[config.mk]
export PLATFORM = sky130hd
export DESIGN_NAME = kamus_mem_stage
export DESIGN_NICKNAME = d
export VERILOG_FILES = /design/src/rtl/kamus_mem_stage.sv
export SDC_FILE = /design/constraint.sdc
export NUM_CORES = 1
export LEC_CHECK = 0
export CORE_UTILIZATION = 40
export DETAILED_ROUTE_END_ITERATION = 10
export PLACE_DENSITY = 0.82
export SETUP_SLACK_MARGIN = 0.1
export SYNTH_ARGS = -nofsm -noshare
export SYNTH_HDL_FRONTEND = slang
export SYNTH_SLANG_ARGS = --single-unit
[constraint.sdc]
create_clock -name clk_i -period 2.42 [get_ports clk_i]
set_clock_uncertainty 0.2 [all_clocks]
set_input_delay 0.484 -clock clk_i [delete_from_list [all_inputs] [get_ports clk_i]]
set_output_delay 0.484 -clock clk_i [all_outputs]
set_load 0.03 [all_outputs]
[src/rtl/kamus_mem_stage.sv]
// kamus RV32I memory-access stage: L1D req/gnt/rvalid sequencing, store lane
// steering, load alignment/extension, misalignment report and the MEM/WB register.
module kamus_mem_stage (
  input  logic        clk_i,
  input  logic        rst_ni,
  input  logic        valid_exmem_reg_i,
  input  logic [31:0] alu_exmem_reg_i,
  input  logic [31:0] rs2_data_exmem_reg_i,
  input  logic        mem_rd_en_exmem_reg_i,
  input  logic        mem_wr_en_exmem_reg_i,
  input  logic [2:0]  funct3_exmem_reg_i,
  input  logic        regfile_wr_en_exmem_reg_i,
  input  logic [1:0]  wb_mux_sel_exmem_reg_i,
  input  logic [4:0]  rd_addr_exmem_reg_i,
  output logic        l1d_req_o,
  output logic        l1d_we_o,
  output logic [31:0] l1d_addr_o,
  output logic [3:0]  l1d_be_o,
  output logic [31:0] l1d_wr_data_o,
  input  logic        l1d_gnt_i,
  input  logic        l1d_rvalid_i,
  input  logic [31:0] l1d_rd_data_i,
  output logic        stall_o,
  output logic        regfile_wr_en_memwb_reg_o,
  output logic [31:0] alu_memwb_reg_o,
  output logic [31:0] l1d_rd_data_memwb_reg_o,
  output logic [1:0]  wb_mux_sel_memwb_reg_o,
  output logic [4:0]  rd_addr_memwb_reg_o,
  output logic        misaligned_o,
  output logic [31:0] misaligned_addr_o
);

  // state    | meaning
  // IDLE     | no access outstanding; aligned memory op requests combinationally
  // REQ      | request presented, gnt not yet received
  // WAIT_RSP | load granted, awaiting rvalid
  localparam logic [1:0] IDLE     = 2'd0;
  localparam logic [1:0] REQ      = 2'd1;
  localparam logic [1:0] WAIT_RSP = 2'd2;

  logic [1:0]  state_q, state_d;
  logic [1:0]  off;
  logic        mem_op, is_half, is_word, misaligned, access;
  logic        store_done, load_done;
  logic [7:0]  ld_byte;
  logic [15:0] ld_half;
  logic [31:0] ld_data;

  assign off     = alu_exmem_reg_i[1:0];
  assign mem_op  = valid_exmem_reg_i & (mem_rd_en_exmem_reg_i | mem_wr_en_exmem_reg_i);
  assign is_half = (funct3_exmem_reg_i == 3'b001) |
                   ((funct3_exmem_reg_i == 3'b101) & mem_rd_en_exmem_reg_i);
  assign is_word = (funct3_exmem_reg_i == 3'b010);
  assign misaligned = (state_q == IDLE) & mem_op &
                      ((is_half & off[0]) | (is_word & (off != 2'b00)));
  // Gated by reset so no request leaks out while the cache is also held in reset.
  assign access  = mem_op & ~misaligned & rst_ni;

  always_comb begin
    state_d   = state_q;
    l1d_req_o = 1'b0;
    stall_o   = 1'b0;
    case (state_q)
      IDLE: begin
        if (access) begin
          l1d_req_o = 1'b1;
          stall_o   = ~(mem_wr_en_exmem_reg_i & l1d_gnt_i);
          if (l1d_gnt_i) state_d = mem_wr_en_exmem_reg_i ? IDLE : WAIT_RSP;
          else           state_d = REQ;
        end
      end
      REQ: begin
        l1d_req_o = rst_ni;
        stall_o   = ~(mem_wr_en_exmem_reg_i & l1d_gnt_i);
        if (l1d_gnt_i) state_d = mem_wr_en_exmem_reg_i ? IDLE : WAIT_RSP;
      end
      WAIT_RSP: begin
        stall_o = ~l1d_rvalid_i;
        if (l1d_rvalid_i) state_d = IDLE;
      end
      default: state_d = IDLE;
    endcase
  end

  assign store_done = (((state_q == IDLE) & access) | (state_q == REQ)) &
                      mem_wr_en_exmem_reg_i & l1d_gnt_i;
  assign load_done  = (state_q == WAIT_RSP) & l1d_rvalid_i;

  assign l1d_we_o   = mem_wr_en_exmem_reg_i;
  assign l1d_addr_o = {alu_exmem_reg_i[31:2], 2'b00};

  always_comb begin
    l1d_be_o      = 4'b1111;
    l1d_wr_data_o = rs2_data_exmem_reg_i;
    case (funct3_exmem_reg_i)
      3'b000: begin
        l1d_be_o      = 4'b0001 << off;
        l1d_wr_data_o = {4{rs2_data_exmem_reg_i[7:0]}};
      end
      3'b001: begin
        l1d_be_o      = off[1] ? 4'b1100 : 4'b0011;
        l1d_wr_data_o = {2{rs2_data_exmem_reg_i[15:0]}};
      end
      default: ;
    endcase
  end

  always_comb begin
    case (off)
      2'd0:    ld_byte = l1d_rd_data_i[7:0];
      2'd1:    ld_byte = l1d_rd_data_i[15:8];
      2'd2:    ld_byte = l1d_rd_data_i[23:16];
      default: ld_byte = l1d_rd_data_i[31:24];
    endcase
    ld_half = off[1] ? l1d_rd_data_i[31:16] : l1d_rd_data_i[15:0];
    case (funct3_exmem_reg_i)
      3'b000:  ld_data = {{24{ld_byte[7]}}, ld_byte};
      3'b100:  ld_data = {24'h0, ld_byte};
      3'b001:  ld_data = {{16{ld_half[15]}}, ld_half};
      3'b101:  ld_data = {16'h0, ld_half};
      default: ld_data = l1d_rd_data_i;
    endcase
  end

  always_ff @(posedge clk_i or negedge rst_ni) begin
    if (!rst_ni) state_q <= IDLE;
    else         state_q <= state_d;
  end

  always_ff @(posedge clk_i or negedge rst_ni) begin
    if (!rst_ni) begin
      regfile_wr_en_memwb_reg_o <= 1'b0;
      alu_memwb_reg_o           <= 32'h0;
      l1d_rd_data_memwb_reg_o   <= 32'h0;
      wb_mux_sel_memwb_reg_o    <= 2'b00;
      rd_addr_memwb_reg_o       <= 5'd0;
      misaligned_o              <= 1'b0;
      misaligned_addr_o         <= 32'h0;
    end else if (stall_o || store_done) begin
      regfile_wr_en_memwb_reg_o <= 1'b0;
      misaligned_o              <= 1'b0;
    end else if (misaligned) begin
      regfile_wr_en_memwb_reg_o <= 1'b0;
      misaligned_o              <= 1'b1;
      misaligned_addr_o         <= alu_exmem_reg_i;
    end else begin
      // Load completion and plain ALU ops both forward the writeback controls.
      regfile_wr_en_memwb_reg_o <= valid_exmem_reg_i & regfile_wr_en_exmem_reg_i;
      alu_memwb_reg_o           <= alu_exmem_reg_i;
      wb_mux_sel_memwb_reg_o    <= wb_mux_sel_exmem_reg_i;
      rd_addr_memwb_reg_o       <= rd_addr_exmem_reg_i;
      misaligned_o              <= 1'b0;
      if (load_done) l1d_rd_data_memwb_reg_o <= ld_data;
    end
  end

endmodule

==> results of run 1 <==
-- where the power goes --
part	switching, W	internal (W)	leakage (nW)	total [W]
clock network	0.000645	0.000943	0.162	0.00159
registers	0.000291	0.00230	1.28	0.00260
logic	0.00201	0.00160	2.43	0.00361
total	0.00295	0.00485	3.87	0.00780
-- routing by layer --
layer / vias to the layer above / GRT usage (%)
met1: 2299 / 27.86
met5: - / 0
met2: 208 / 46.21
li1: 2187 / -
met3: 22 / 6.783
met4: 0 / 8.253
-- kinds of logic (layout without fill, tap and decap cells) --
family | count (synthesis) | after routing | synth area share, %
and+or+nand+nor | 98 | 98 | 9.151
buffers and inverters | 76 | 375 | 8.987
muxes | 109 | 109 | 24.39
DFF | 107 | 107 | 49.95
other | 1 | 2 | 0.06996
AOI/OAI and AO/OA | 67 | 67 | 7.446
-- stage by stage --
stage / hold slack, ns / std cells / cell area [sq um] / utilization (%) / setup TNS (ns)
2_1_floorplan: -0.01159 / 459 / 5405 / - / -0.007011
3_3_place_gp: 0.2665 / 910 / 8579 / 66.90 / -43.38
3_5_place_dp: 0.2703 / 910 / 8579 / 66.90 / -48.65
4_1_cts: 0.1143 / 928 / 8895 / 69.36 / 0
5_1_grt: 0.1607 / 930 / 8907 / 69.45 / -0.07588
6_report: 0.1087 / 930 / 8907 / 69.45 / -0.04100
-- worst max-delay path by stage --
stage / cells past startpoint / endpoint / start / slack [ns]
4_1_cts: 8 / stall_o / funct3_exmem_reg_i[0] / 0.02
5_1_grt: 8 / stall_o / funct3_exmem_reg_i[0] / -0.05
3_3_place_gp: 5 / l1d_wr_data_o[11] / funct3_exmem_reg_i[2] / -0.55
6_report: 7 / stall_o / funct3_exmem_reg_i[2] / -0.03
2_1_floorplan: 6 / stall_o / funct3_exmem_reg_i[0] / -0.007
3_5_place_dp: 5 / l1d_wr_data_o[14] / funct3_exmem_reg_i[2] / -0.59
-- sequential cells by signal, summed over array words and instances, names as in the netlist --
register and flops:
alu_memwb_reg_o 32, l1d_rd_data_memwb_reg_o 32, misaligned_addr_o 32, rd_addr_memwb_reg_o 5
state_q 2, wb_mux_sel_memwb_reg_o 2, misaligned_o 1, regfile_wr_en_memwb_reg_o 1
-- cell usage after synthesis (2+ instances only) --
library cell and number:
nor3_1 2, nor2_1 14, dfrtp_1 107, nor2_2 2
mux4_2 8, inv_1 6, o22ai_1 16, a21oi_1 26
nand2_1 29, mux2_1 39, buf_6 4, o21ai_0 19
mux2_2 54, mux2i_1 8, buf_2 10, clkbuf_1 12
nand3b_1 9, nand3_1 33, buf_4 41, buf_1 3
-- repair_timing --
| item | in CTS | in global routing |
|---|---|---|
| resized for setup | 122 | 26 |
| pin swaps | 5 | 1 |
| cloned | 0 | 0 |
| buffers inserted | 2 | 2 |
| hold endpoints to repair | 0 | 0 |
| setup endpoints to repair | 138 | 21 |
-- worst register-to-register path, cell delays in order, from the launching register on --
cell and delay (ns):
dfrtp_2 0.44, nor3_1 0.09, and3_1 0.17, buf_4 0.14, o311ai_4 0.33, buf_12 0.26, mux2_1 0.39
-- final cells by class --
type                       count  area share, %
timing repair buffer         353          37.81
sequential                   107          30.07
multi-input combinational    276          25.76
clock buffer                  11          2.725
tap                          172          2.416
clock inverter                 5         0.9552
inverter                       6         0.2528
==> impl_results.html, run 1 <==
<table>
<tr><th>Metric</th><th>Value</th></tr>
<tr><th colspan="2">Drt</th></tr>
<tr><td>Met3 wirelength from detailed routing</td><td>1135 um</td></tr>
<tr><td>Routed metal-1 wirelength</td><td>6438 um</td></tr>
<tr><td>First-pass iteration count of the detailed router</td><td>4</td></tr>
<tr><td>Final ANT Viol Nets</td><td>0</td></tr>
<tr><td>Met2 WL</td><td>9186 um</td></tr>
<tr><td>Total number of vias</td><td>4716</td></tr>
<tr><td>WL per Instance</td><td>18.41 um</td></tr>
<tr><td>First-iteration detailed-routing DRC count</td><td>231</td></tr>
<tr><td>Detailed-route DRC error count</td><td>0</td></tr>
<tr><td>Overall routed net length</td><td>17120 um</td></tr>
<tr><td>Uppermost metal layer occupied by signal nets</td><td>met4</td></tr>
<tr><td>Routed vias/inst</td><td>5.071</td></tr>
<tr><th colspan="2">Setup path</th></tr>
<tr><td>Crit path kind</td><td>input port to output pin</td></tr>
<tr><td>Slowest Stage Delay on Critical Path</td><td>0.38 ns</td></tr>
<tr><td>Data arrival time of the critical path</td><td>1.77 ns</td></tr>
<tr><td>Critical path startpoint category</td><td>input port</td></tr>
<tr><td>R2R Setup Slk</td><td>0.28 ns</td></tr>
<tr><td>Library cell contributing the largest single delay on the critical path</td><td>or3_4</td></tr>
<tr><td>Worst-path maximum fanout</td><td>5</td></tr>
<tr><td>Worst path buffer plus inverter count</td><td>3</td></tr>
<tr><td>R2r startpoint</td><td>state_q[1]</td></tr>
<tr><td>Crit path max-delay family</td><td>simple AND/OR/NAND/NOR gates</td></tr>
<tr><td>Path depth of the worst reg2reg path</td><td>6</td></tr>
<tr><td>Critical path, cell by cell</td><td>buf_2 &gt; buf_6 &gt; o21ai_0 &gt; and3_1 &gt; or3_4 &gt; o21ai_4 &gt; buf_12</td></tr>
<tr><td>Critical Path Sink Type</td><td>output pin</td></tr>
<tr><td>End of the worst register-to-register path</td><td>alu_memwb_reg_o[11]</td></tr>
<tr><td>Critical path required time</td><td>1.74 ns</td></tr>
<tr><th colspan="2">Power</th></tr>
<tr><td>Total design power</td><td>0.007798 W</td></tr>
<tr><td>Peak supply drop</td><td>590.5 uV</td></tr>
<tr><td>Leakage power total</td><td>3.873 nW</td></tr>
<tr><td>Power Dens Cells</td><td>875.5 nW/um^2</td></tr>
<tr><th colspan="2">Synth</th></tr>
<tr><td>Number of synthesized register bits</td><td>107</td></tr>
<tr><td>Number of instances in the synthesized netlist</td><td>458</td></tr>
<tr><td>Async SR Flop Fraction</td><td>100.0%</td></tr>
<tr><td>Post-synthesis cell type with the largest combined area</td><td>dfrtp_1</td></tr>
<tr><td>Post-synthesis average cell area</td><td>11.70 sq um</td></tr>
<tr><td>Synthesized area</td><td>5360 sq um</td></tr>
<tr><td>Dominant register cell in the synthesized netlist</td><td>dfrtp_1</td></tr>
<tr><td>Number of distinct library cells after synthesis</td><td>36</td></tr>
<tr><td>Top area cells in the synthesized netlist</td><td>dfrtp_1 50%, mux2_2 11%, mux2_1 8.2%</td></tr>
<tr><td>Number of flops mapped to enable cells by yosys</td><td>0</td></tr>
<tr><td>Synth Warn #</td><td>0</td></tr>
<tr><td>Fraction of the yosys area taken by sequential cells</td><td>49.95%</td></tr>
<tr><td>Area share of the largest cell type after synthesis</td><td>49.95%</td></tr>
<tr><th colspan="2">Floorplan</th></tr>
<tr><td>Initial standard-cell utilization of the core</td><td>41.80%</td></tr>
<tr><td>DIE AREA</td><td>13870 sq um</td></tr>
<tr><td>Std cell rows</td><td>41</td></tr>
<tr><td>Top Ports</td><td>290</td></tr>
<tr><td>Width of the die</td><td>117.8 um</td></tr>
<tr><td>Core Area</td><td>12820 sq um</td></tr>
<tr><td>Die Span Y</td><td>117.8 um</td></tr>
<tr><th colspan="2">Place</th></tr>
<tr><td>HPWL after detailed placement</td><td>13020 um</td></tr>
<tr><td># port buffers</td><td>287</td></tr>
<tr><td>Worst Setup Slack post-DPL</td><td>-0.5922 ns</td></tr>
<tr><td>RePlAce Congestion</td><td>0.8670</td></tr>
<tr><th colspan="2">Finish</th></tr>
<tr><td>Share of layout cells above drive strength 1</td><td>28.50%</td></tr>
<tr><td>Highest-count cells in the layout ignoring fill and taps</td><td>209 x clkdlybuf4s50_1, 106 x dfrtp_1, 72 x buf_4</td></tr>
<tr><td>Commonest non-fill, non-tap cell in the layout</td><td>clkdlybuf4s50_1</td></tr>
<tr><td>Number of fill cells</td><td>931</td></tr>
<tr><td>Sequential cell area in the final layout</td><td>2679 sq um</td></tr>
<tr><td>Inserted Diodes</td><td>0</td></tr>
<tr><td>Multi-input logic area</td><td>2295 sq um</td></tr>
<tr><td>Post-synthesis to final-layout area growth</td><td>66.18%</td></tr>
<tr><td>Final nets</td><td>867</td></tr>
<tr><th colspan="2">GRT</th></tr>
<tr><td>Vias in the first global route</td><td>4891</td></tr>
<tr><td>Antenna violations before repair</td><td>0</td></tr>
<tr><td>First-pass GRT wire length</td><td>26740 um</td></tr>
<tr><td>GRT Resource Usage Total</td><td>25.15%</td></tr>
<tr><td>Pin count of the biggest net entering global routing</td><td>58</td></tr>
<tr><td>Congestion Overflow GR</td><td>0</td></tr>
<tr><th colspan="2">CTS</th></tr>
<tr><td>Hold-fix buffers, CTS</td><td>0</td></tr>
<tr><td>TritonCTS clock tree</td><td>yes</td></tr>
<tr><td>Cell at the root of the clock tree</td><td>clkbuf_16</td></tr>
<tr><td>Clock Sinks</td><td>107</td></tr>
<tr><td>Clock input transition at the sequential cells of the worst setup and hold paths</td><td>0.07 ns</td></tr>
<tr><td>Clock insertion delay at the later pin of the skew report</td><td>0.34 ns</td></tr>
<tr><td>Maximum root-to-sink buffer count</td><td>2</td></tr>
<tr><td>Clock H-tree levels</td><td>3</td></tr>
<tr><td>Number of buffers inserted during clock tree synthesis</td><td>9</td></tr>
<tr><th colspan="2">Status</th></tr>
<tr><td>Violated checks</td><td>negative setup slack</td></tr>
<tr><td>Outcome</td><td>complete, but fails checks</td></tr>
<tr><th colspan="2">Timing</th></tr>
<tr><td>Fmax</td><td>407.9 MHz</td></tr>
<tr><td>Final Setup Violations</td><td>2</td></tr>
<tr><td>Fin. max-slew vios</td><td>0</td></tr>
<tr><td>RSZ-0062 raised after global routing</td><td>true</td></tr>
<tr><td>Final period utilization</td><td>101.3%</td></tr>
<tr><td>Slew margin rel.</td><td>52.80%</td></tr>
<tr><td>Least-Margin Pin Slew</td><td>0.7081 ns</td></tr>
<tr><td>Post-route minimum period</td><td>2.451 ns</td></tr>
<tr><td>Final setup margin</td><td>-0.03138 ns</td></tr>
<tr><td>Hold violation count in the final report</td><td>0</td></tr>
<tr><th colspan="2">Flow run</th></tr>
<tr><td># Max-Cap Violations</td><td>0</td></tr>
<tr><th colspan="2">Hold path</th></tr>
<tr><td>Tightest Hold Check Type</td><td>input port to async pin</td></tr>
</table>
Note: power is estimated with default switching activity, not from simulation.
==> run 2, diff against run 1 <==
--- a/config.mk
+++ b/config.mk
@@ -5,10 +5,12 @@
 export SDC_FILE = /design/constraint.sdc
 export NUM_CORES = 1
 export LEC_CHECK = 0
+export CAP_MARGIN = 15
 export CORE_UTILIZATION = 40
 export DETAILED_ROUTE_END_ITERATION = 10
 export PLACE_DENSITY = 0.82
 export SETUP_SLACK_MARGIN = 0.1
+export SLEW_MARGIN = 25
 export SYNTH_ARGS = -nofsm -noshare
 export SYNTH_HDL_FRONTEND = slang
 export SYNTH_SLANG_ARGS = --single-unit
==> results of run 2 <==
No change in the layout: final DEF, timing and power equal those of run 1.
==> run 3, diff against run 2 <==
--- a/config.mk
+++ b/config.mk
@@ -6,11 +6,9 @@
 export NUM_CORES = 1
 export LEC_CHECK = 0
 export CAP_MARGIN = 15
-export CORE_UTILIZATION = 40
+export CORE_UTILIZATION = 30
 export DETAILED_ROUTE_END_ITERATION = 10
-export PLACE_DENSITY = 0.82
 export SETUP_SLACK_MARGIN = 0.1
-export SLEW_MARGIN = 25
 export SYNTH_ARGS = -nofsm -noshare
 export SYNTH_HDL_FRONTEND = slang
 export SYNTH_SLANG_ARGS = --single-unit
==> constraint.sdc (replaced) <==
create_clock -name clk_i -period 2.42 [get_ports clk_i]
set_clock_uncertainty 0.2 [all_clocks]
set_input_delay 0.242 -clock clk_i [delete_from_list [all_inputs] [get_ports clk_i]]
set_output_delay 0.242 -clock clk_i [all_outputs]
set_load 0.03 [all_outputs]
==> impl_results.html, run 3 (synthesis results as in run 1) <==
<table>
<tr><th>Metric</th><th>Value</th></tr>
<tr><th colspan="2">Setup path</th></tr>
<tr><td>Crit path max-delay family</td><td>simple AND/OR/NAND/NOR gates</td></tr>
<tr><td>Critical path startpoint category</td><td>flop</td></tr>
<tr><td>Library cell contributing the largest single delay on the critical path</td><td>dfrtp_1</td></tr>
<tr><td>Worst-path maximum fanout</td><td>4</td></tr>
<tr><td>R2R Setup Slk</td><td>0.29 ns</td></tr>
<tr><td>Slowest Stage Delay on Critical Path</td><td>0.41 ns</td></tr>
<tr><td>R2r startpoint</td><td>state_q[0]</td></tr>
<tr><td>Crit path kind</td><td>flop to output pin</td></tr>
<tr><td>Critical path required time</td><td>1.98 ns</td></tr>
<tr><td>Worst path buffer plus inverter count</td><td>2</td></tr>
<tr><td>Critical Path Sink Type</td><td>output pin</td></tr>
<tr><td>Data arrival time of the critical path</td><td>1.78 ns</td></tr>
<tr><td>Path depth of the worst reg2reg path</td><td>5</td></tr>
<tr><td>Critical path, cell by cell</td><td>nor3_1 &gt; and3_4 &gt; or3_4 &gt; o21ai_2 &gt; buf_4 &gt; buf_12</td></tr>
<tr><td>End of the worst register-to-register path</td><td>rd_addr_memwb_reg_o[4]</td></tr>
<tr><th colspan="2">Floorplan</th></tr>
<tr><td>Top Ports</td><td>290</td></tr>
<tr><td>Die Span Y</td><td>135.7 um</td></tr>
<tr><td>Std cell rows</td><td>48</td></tr>
<tr><td>DIE AREA</td><td>18410 sq um</td></tr>
<tr><td>Initial standard-cell utilization of the core</td><td>30.88%</td></tr>
<tr><td>Core Area</td><td>17360 sq um</td></tr>
<tr><td>Width of the die</td><td>135.7 um</td></tr>
<tr><th colspan="2">Power</th></tr>
<tr><td>Peak supply drop</td><td>400.4 uV</td></tr>
<tr><td>Power Dens Cells</td><td>879.2 nW/um^2</td></tr>
<tr><td>Total design power</td><td>0.007683 W</td></tr>
<tr><td>Leakage power total</td><td>3.742 nW</td></tr>
<tr><th colspan="2">Hold path</th></tr>
<tr><td>Worst hold start</td><td>alu_exmem_reg_i[1]</td></tr>
<tr><td>Worst hold endpoint</td><td>alu_memwb_reg_o[1]</td></tr>
<tr><td>Tightest Hold Check Type</td><td>input port to flop</td></tr>
<tr><td>Count of cells along the worst hold path</td><td>3</td></tr>
<tr><th colspan="2">CTS</th></tr>
<tr><td>Clock H-tree levels</td><td>3</td></tr>
<tr><td>Clock Sinks</td><td>107</td></tr>
<tr><td>Cell at the root of the clock tree</td><td>clkbuf_16</td></tr>
<tr><td>TritonCTS clock tree</td><td>yes</td></tr>
<tr><td>Maximum root-to-sink buffer count</td><td>2</td></tr>
<tr><td>Clock insertion delay at the later pin of the skew report</td><td>0.35 ns</td></tr>
<tr><td>Clock input transition at the sequential cells of the worst setup and hold paths</td><td>0.07 ns</td></tr>
<tr><td>Number of buffers inserted during clock tree synthesis</td><td>9</td></tr>
<tr><th colspan="2">Timing</th></tr>
<tr><td>Fin. max-slew vios</td><td>0</td></tr>
<tr><td>Least-Margin Pin Slew</td><td>0.8059 ns</td></tr>
<tr><td>Final Setup Violations</td><td>0</td></tr>
<tr><td>Final period utilization</td><td>91.78%</td></tr>
<tr><td>Post-route minimum period</td><td>2.221 ns</td></tr>
<tr><td>Fmax</td><td>450.3 MHz</td></tr>
<tr><td>RSZ-0062 raised after global routing</td><td>false</td></tr>
<tr><td>Slew margin rel.</td><td>46.27%</td></tr>
<tr><td>Hold violation count in the final report</td><td>0</td></tr>
<tr><th colspan="2">Finish</th></tr>
<tr><td>Post-synthesis to final-layout area growth</td><td>63.03%</td></tr>
<tr><td>Highest-count cells in the layout ignoring fill and taps</td><td>249 x clkdlybuf4s50_1, 106 x dfrtp_1, 54 x mux2_2</td></tr>
<tr><td>Sequential cell area in the final layout</td><td>2679 sq um</td></tr>
<tr><td>Leading registers by flop count</td><td>alu_memwb_reg_o x32, l1d_rd_data_memwb_reg_o x32, misaligned_addr_o x32</td></tr>
<tr><td>Share of layout cells above drive strength 1</td><td>19.62%</td></tr>
<tr><td>Inserted Diodes</td><td>0</td></tr>
<tr><td>Number of fill cells</td><td>1546</td></tr>
<tr><td>Multi-input logic area</td><td>2225 sq um</td></tr>
<tr><td>Final nets</td><td>838</td></tr>
<tr><td>Final standard cell count with taps included and fillers excluded</td><td>954</td></tr>
<tr><td>Commonest non-fill, non-tap cell in the layout</td><td>clkdlybuf4s50_1</td></tr>
<tr><th colspan="2">Place</th></tr>
<tr><td>RePlAce Congestion</td><td>0.8064</td></tr>
<tr><td>HPWL after detailed placement</td><td>13000 um</td></tr>
<tr><td># port buffers</td><td>287</td></tr>
<tr><td>Number of cells after detailed placement</td><td>933</td></tr>
<tr><th colspan="2">GRT</th></tr>
<tr><td>Antenna violations before repair</td><td>0</td></tr>
<tr><td>Pin count of the biggest net entering global routing</td><td>66</td></tr>
<tr><td>GRT Resource Usage Total</td><td>18.07%</td></tr>
<tr><td>Vias in the first global route</td><td>4633</td></tr>
<tr><td>Congestion Overflow GR</td><td>0</td></tr>
<tr><td>First-pass GRT wire length</td><td>25120 um</td></tr>
<tr><th colspan="2">Drt</th></tr>
<tr><td>Overall routed net length</td><td>16520 um</td></tr>
<tr><td>Final ANT Viol Nets</td><td>0</td></tr>
<tr><td>First-pass iteration count of the detailed router</td><td>4</td></tr>
<tr><td>Total number of vias</td><td>4542</td></tr>
<tr><td>Routed vias/inst</td><td>4.761</td></tr>
<tr><td>Detailed-route DRC error count</td><td>0</td></tr>
<tr><td>WL per Instance</td><td>17.32 um</td></tr>
<tr><td>First-iteration detailed-routing DRC count</td><td>141</td></tr>
<tr><th colspan="2">Flow run</th></tr>
<tr><td># Max-Cap Violations</td><td>0</td></tr>
<tr><th colspan="2">Status</th></tr>
<tr><td>Outcome</td><td>finished clean</td></tr>
</table>
## run 3: cell type report
type / count / area share, %
Timing Repair Buffer: 324 / 36.73
Sequential cell: 107 / 30.66
Multi-Input combinational cell: 276 / 25.46
Tap cell: 225 / 3.222
Clock buffer: 10 / 2.735
Clock inverter: 6 / 0.9450
Inverter: 6 / 0.2577
## run 3: worst max path at each step
| stage | startpoint | endpoint | slack (ns) | cells after the start |
|---|---|---|---|---|
| after floorplan | funct3_exmem_reg_i[0] | stall_o | 0.13 | 6 |
| after global placement | funct3_exmem_reg_i[0] | stall_o | -0.13 | 8 |
| after detailed placement | funct3_exmem_reg_i[0] | rd_addr_memwb_reg_o[2] | -0.18 | 7 |
| after CTS | funct3_exmem_reg_i[2] | l1d_wr_data_o[15] | 0.10 | 5 |
| after global routing | state_q[0] | stall_o | 0.09 | 6 |
| final | state_q[0] | stall_o | 0.20 | 6 |
## run 3: per-layer routing
metal  global-route usage (%)  vias up  wire [um]
li1                         -     2125          -
met1                    21.43     2171       6617
met2                    31.89      224       8555
met3                    3.180       22       1004
met4                    7.678        0        344
met5                        0        -          0
## run 3: worst min-delay path, stage by stage
cell and delay, ns:
dlymetal6s2s_1 0.12, buf_4 0.19, mux2_1 0.13
## run 3: through the flow
step	area [sq um]	utilization (%)	hold slack (ns)	setup TNS (ns)	setup slack, ns
6_report	8738	50.35	0.1645	0	0.1990
3_5_place_dp	8339	48.05	0.2023	-10.53	-0.1769
2_1_floorplan	5364	-	-0.2536	0	0.1300
3_3_place_gp	8339	48.05	0.1945	-7.357	-0.1283
5_1_grt	8738	50.35	0.1811	0	0.09045
4_1_cts	8691	50.07	0.2079	0	0.1024
## run 3: what timing repair did
action                                  CTS  global route
hold buffers                              1             1
pin swaps                                 1             1
endpoints found under the hold margin    42             1
endpoints found under the setup margin   18            12
buffers inserted                          3             0
resized for setup                        18            14
## run 3: where the power goes
part / leakage (nW) / switching, W / total, W / internal (W)
registers: 1.28 / 0.000276 / 0.00258 / 0.00230
clock network: 0.154 / 0.000701 / 0.00156 / 0.000855
logic: 2.31 / 0.00196 / 0.00355 / 0.00159
total: 3.74 / 0.00293 / 0.00768 / 0.00475
